## src/rtl/tick_irq_ctrl.sv

```systemverilog
// tick_irq_ctrl: MMU09 interrupt controller at $FE9x with synchronised UART/CH375/RTC
// lines, a programmable periodic tick, masking, and registered IRQ/FIRQ outputs.
module tick_irq_ctrl #(
  parameter int TICK_DIV = 20000
) (
  input  logic       i_eclk,
  input  logic       i_reset,
  input  logic       i_cs,
  input  logic       i_rw,
  input  logic [1:0] i_addr,
  input  logic [7:0] i_data,
  output logic [7:0] o_data,
  output logic       o_data_oe,
  input  logic       i_uartirq,
  input  logic       i_chirq,
  input  logic       i_rtcirq,
  output logic       irq_n,
  output logic       firq_n
);
  localparam logic [15:0] DIV_TOP = 16'(TICK_DIV - 1);
  logic [2:0] sync1_q, sync2_q;
  logic pend_q, pend_d, ovr_q, ovr_d, ten_q, ten_d;
  logic irq_n_q, irq_n_d, firq_n_q, firq_n_d;
  logic [3:0] mask_q, mask_d;
  logic [15:0] div_q, div_d;
  logic [7:0] tcount_q, tcount_d;
  logic [4:0] status;
  logic wr, wr_stat, wr_mask, wr_tctrl, clr_pend, tick;
  always_comb begin
    status = {ovr_q, ~sync2_q, pend_q};
    wr = i_cs & ~i_rw;
    wr_stat = wr & (i_addr == 2'd0);
    wr_mask = wr & (i_addr == 2'd1);
    wr_tctrl = wr & (i_addr == 2'd2);
    clr_pend = wr_stat & i_data[0];
    // a TCTRL write restarts the divider and suppresses a tick due on the same edge
    tick = ten_q & (div_q == DIV_TOP) & ~wr_tctrl;
    div_d = wr_tctrl ? 16'd0 : ~ten_q ? div_q : (div_q == DIV_TOP) ? 16'd0 : div_q + 16'd1;
    ten_d = wr_tctrl ? i_data[0] : ten_q;
    mask_d = wr_mask ? i_data[3:0] : mask_q;
    pend_d = tick | (pend_q & ~clr_pend);
    ovr_d = (tick & pend_q & ~clr_pend) | (ovr_q & ~(wr_stat & i_data[4]));
    tcount_d = tcount_q + {7'd0, tick};
    irq_n_d = ~|(status[3:0] & mask_q & 4'b1011);
    firq_n_d = ~(status[2] & mask_q[2]);
    o_data_oe = i_cs & i_rw & i_eclk;
    o_data = ~o_data_oe ? 8'h00 :
             (i_addr == 2'd0) ? {3'b000, status} :
             (i_addr == 2'd1) ? {4'h0, mask_q} :
             (i_addr == 2'd2) ? {7'd0, ten_q} : tcount_q;
  end
  always_ff @(posedge i_eclk or negedge i_reset) begin
    if (!i_reset) begin
      sync1_q <= 3'b111;
      sync2_q <= 3'b111;
      pend_q <= 1'b0;
      ovr_q <= 1'b0;
      ten_q <= 1'b0;
      mask_q <= 4'h0;
      div_q <= 16'd0;
      tcount_q <= 8'h00;
      irq_n_q <= 1'b1;
      firq_n_q <= 1'b1;
    end else begin
      sync1_q <= {i_rtcirq, i_chirq, i_uartirq};
      sync2_q <= sync1_q;
      pend_q <= pend_d;
      ovr_q <= ovr_d;
      ten_q <= ten_d;
      mask_q <= mask_d;
      div_q <= div_d;
      tcount_q <= tcount_d;
      irq_n_q <= irq_n_d;
      firq_n_q <= firq_n_d;
    end
  end
  assign irq_n = irq_n_q;
  assign firq_n = firq_n_q;
endmodule
```

## config.mk

```make
export PLATFORM = sky130hd
export DESIGN_NAME = tick_irq_ctrl
export DESIGN_NICKNAME = d
export VERILOG_FILES = /design/src/rtl/tick_irq_ctrl.sv
export SDC_FILE = /design/constraint.sdc
export NUM_CORES = 1
export LEC_CHECK = 0
export CAP_MARGIN = 20
export CORE_MARGIN = 2
export CORE_UTILIZATION = 30
export DETAILED_ROUTE_END_ITERATION = 10
export HOLD_SLACK_MARGIN = 0.06
export PLACE_DENSITY_LB_ADDON = 0.25
export SKIP_LAST_GASP = 1
export SLEW_MARGIN = 40
export SYNTH_ARGS = -nofsm -noshare
export SYNTH_HDL_FRONTEND = slang
export SYNTH_SLANG_ARGS = --single-unit
export TNS_END_PERCENT = 5
```

## constraint.sdc

```tcl
create_clock -name i_eclk -period 2.2 [get_ports i_eclk]
set_input_delay 0.44 -clock i_eclk [delete_from_list [all_inputs] [get_ports i_eclk]]
set_output_delay 0.44 -clock i_eclk [all_outputs]
set_load 0.05 [all_outputs]
```

==> results_dict.tcl, run 1 <==
set metrics [dict create \
    final.setup_skew_ns 0.007612 \
    grt_pass1_vias 1858 \
    combPwrFrac_pct 15.2 \
    grt_use_total_pct 14.74 \
    tightest_slew_ns 0.5043 \
    dieHeight_um 86.28 \
    initial_core_util_pct 31.44 \
    antenna_found_initial 0 \
    rsz0062_at_grt "true" \
    yosys_register_bits 39 \
    p_int_mw 1.634 \
    initialDrtViolationCount 52 \
    synth_area_mm2 0.002031 \
    hold_depth 0 \
    cp.required_ns 1.76 \
    min_to "sync2_q[0]" \
    crit_path_frequent_cell "buf_8" \
    regToRegSetupSlack_ns 0.22 \
    hold_violations 0 \
    finalPower_mw 2.251 \
    worstRegToRegCells 9 \
    setup_slack_ns -0.1924 \
    startpoint_type "clock port" \
    grt_max_degree 22 \
    critPathMaxStageDelay_ns 0.15 \
    power_density_mw_per_mm2 809.7 \
    port_buffers 24 \
    synth_area_leaders "dfrtp_1 38%, dfstp_2 10%, a31oi_1 4.6%" \
    nets 266 \
    end_kind "primary output" \
    multi_input_area_um2 953.4 \
    final_util_pct 43.05 \
    ys_warn_count 0 \
    outcome "finished with violations" \
    drt-wirelength-per-cell_um 15.06 \
    dp_hpwl_mm 3.347 \
    cts_tree "built" \
    cts.clk_slew.worst_paths_ns 0.08 \
    hp-start "sync1_q[0]" \
    regArea_um2 985.9 \
    num-fill-cells 630 \
    area_growth_pct 36.91 \
    slew-limit-headroom_pct 66.27 \
    io_pins 28 \
    pwr-share-seq_pct 37.5 \
    drive_gt1_share_pct 33.87 \
    routed_wirelength_mm 4.893 \
    die_width_um 86.28 \
    gp_congestion 0.7571 \
    placeableCoreArea_mm2 0.006459 \
    peakVddDrop_mv 0.3621 \
    worstSkewPairLatency_ns 0.40 \
    crit_slowest_cell "and3_4" \
    tns_ns -1.265 \
    die-area_mm2 0.007443 \
    crit_fanout 3 \
    p_leak_nw 1.238 \
    route.antenna.remaining_nets 0 \
    grt.overflow.total 0 \
    antenna_cells 0 \
    path_class "clk -> out" \
    p_clk_share_pct 47.3 \
    drtPass1Iterations 5 \
    holdWs_ns 0.3578 \
    swShare_pct 27.42 \
    grt_pass1_wl_mm 8.452 \
    r2r-start "div_q[0]" \
    slew_viol_final 0 \
    seq_area_frac_synth_pct 48.55 \
    critPathArrivalTime_ns 1.95 \
    yosysTopAreaCellShare_pct 38.20 \
    synthCells 190 \
    hp-class "reg -> reg" \
    maxCapViolCount 0 \
    setup_viol 11 \
    failed_checks "setup timing" \
    rr_endpoint "tcount_q[6]" \
    via_count 1714 \
    switchingPower_mw 0.6173 \
    viasPerCell 5.274 \
    fp-row-count 29 \
    syn_area_per_cell_um2 10.69 \
    syn_nets 210 \
    synth_top_cell_by_area "dfrtp_1" \
    path_cells "buf_8, nand3_4, buf_8, buf_8, clkinvlp_4, and3_4, and2_4, buf_8" \
    drc_errors 0 \
    ys_types 44 \
]
==> power by group through the flow <==
stage	clock network, mW	logic [mW]	registers [mW]
3_3_place_gp	0.0826	0.336	0.856
2_1_floorplan	0.0643	0.179	0.868
5_1_grt	1.14	0.387	0.855
6_report	1.06	0.343	0.843
3_5_place_dp	0.0826	0.344	0.857
4_1_cts	1.08	0.347	0.844
==> final cells by class <==
cell class | count | area share [%]
flip-flops and latches | 39 | 35.46
clock inverters | 6 | 4.050
repair buffers | 40 | 12.24
inverters | 7 | 0.9451
clock buffers | 24 | 9.541
multi-input cells | 132 | 34.29
well taps | 77 | 3.465
==> state kept, by name, indices dropped and copies added (netlist names) <==
name / cells
div_q: 16
tcount_q: 8
mask_q: 4
sync1_q: 3
sync2_q: 3
firq_n: 1
irq_n: 1
ovr_q: 1
pend_q: 1
ten_q: 1
==> layout by cell type (no fill, tap or decap), drive strengths merged, types with 3 or more instances in the layout <==
cell	count
buf	38
dfrtp	31
a31oi	15
nand3	14
nand2	12
clkdlybuf4s50	12
clkbuf	11
nand4	10
dfstp	8
nor2	8
inv	7
mux2	7
and3	6
and2	6
nand2b	5
xor2	5
o22ai	5
and4	5
clkinvlp	3
a21oi	3
a41oi	3
ha	3
bufinv	3
nor2b	3
==> per-layer routing <==
metal	GRT usage [%]	vias to the layer above	routed length (µm)
met5	0	-	0
met4	11.51	0	178
met3	5.810	18	272
met2	20.79	54	2284
met1	17.87	825	2157
li1	-	817	-
==> critical path: cells and delay by family <==
kind          cells  cell delay (ns)
buf+inv           5             0.49
simple gates      3             0.36
==> what timing repair did <==
item,CTS,global route
setup endpoints to repair,20,21
hold endpoints to repair,14,0
gates cloned,0,0
gates resized for setup,38,18
buffers inserted,1,1
hold buffers,1,0
==> synth_stat cells, drive strengths merged <==
library cell / number
a21oi: 3
a222oi: 1
a22oi: 2
a31oi: 15
a32o: 1
a41oi: 3
and2: 6
and3: 6
and3b: 1
and4: 5
and4bb: 1
buf: 10
clkbuf: 1
dfrtp: 31
dfstp: 8
ha: 3
inv: 8
mux2: 7
mux2i: 1
mux4: 1
nand2: 12
nand2b: 5
nand3: 14
nand3b: 1
nand4: 10
nand4bb: 1
nor2: 8
nor2b: 3
nor3: 2
nor4: 1
o211ai: 2
o21ai: 2
o22ai: 5
o31ai: 1
or2: 2
xnor2: 2
xor2: 5
==> cells by family after synthesis <==
group,synth area share [%]
compound gates,11.52
fa+ha+maj,1.849
xor+xnor,3.019
mux,5.484
flops,48.55
buf+inv,5.853
simple gates,23.72
==> how the worst max path moves through the flow <==
stage	end	cells past startpoint	start	slack, ns
after global placement	o_data[2]	5	i_addr[1]	-0.58
final	o_data[5]	8	i_eclk	-0.19
after CTS	o_data[5]	8	i_eclk	-0.30
after global routing	o_data[5]	8	i_eclk	-0.22
after floorplan	o_data[5]	4	i_eclk	-0.11
after detailed placement	o_data[4]	5	i_addr[1]	-0.63
==> through the flow <==
| step | worst slack [ns] | cells | area, µm² |
|---|---|---|---|
| detailed placement | -0.6323 | 304 | 2482 |
| global placement | -0.5831 | 304 | 2482 |
| CTS | -0.2958 | 324 | 2796 |
| finish | -0.1924 | 325 | 2780 |
| global route | -0.2243 | 325 | 2780 |
| floorplan | -0.1120 | 190 | 2059 |
No activity file was read; power rests on OpenSTA's default activity.
==> run 2: changes to the inputs <==
--- a/config.mk
+++ b/config.mk
@@ -5,7 +5,7 @@
 export SDC_FILE = /design/constraint.sdc
 export NUM_CORES = 1
 export LEC_CHECK = 0
-export CAP_MARGIN = 20
+export CAP_MARGIN = 10
 export CORE_MARGIN = 2
 export CORE_UTILIZATION = 30
 export DETAILED_ROUTE_END_ITERATION = 10
==> results of run 2 <==
No change in the layout: final DEF, timing and power equal those of run 1.
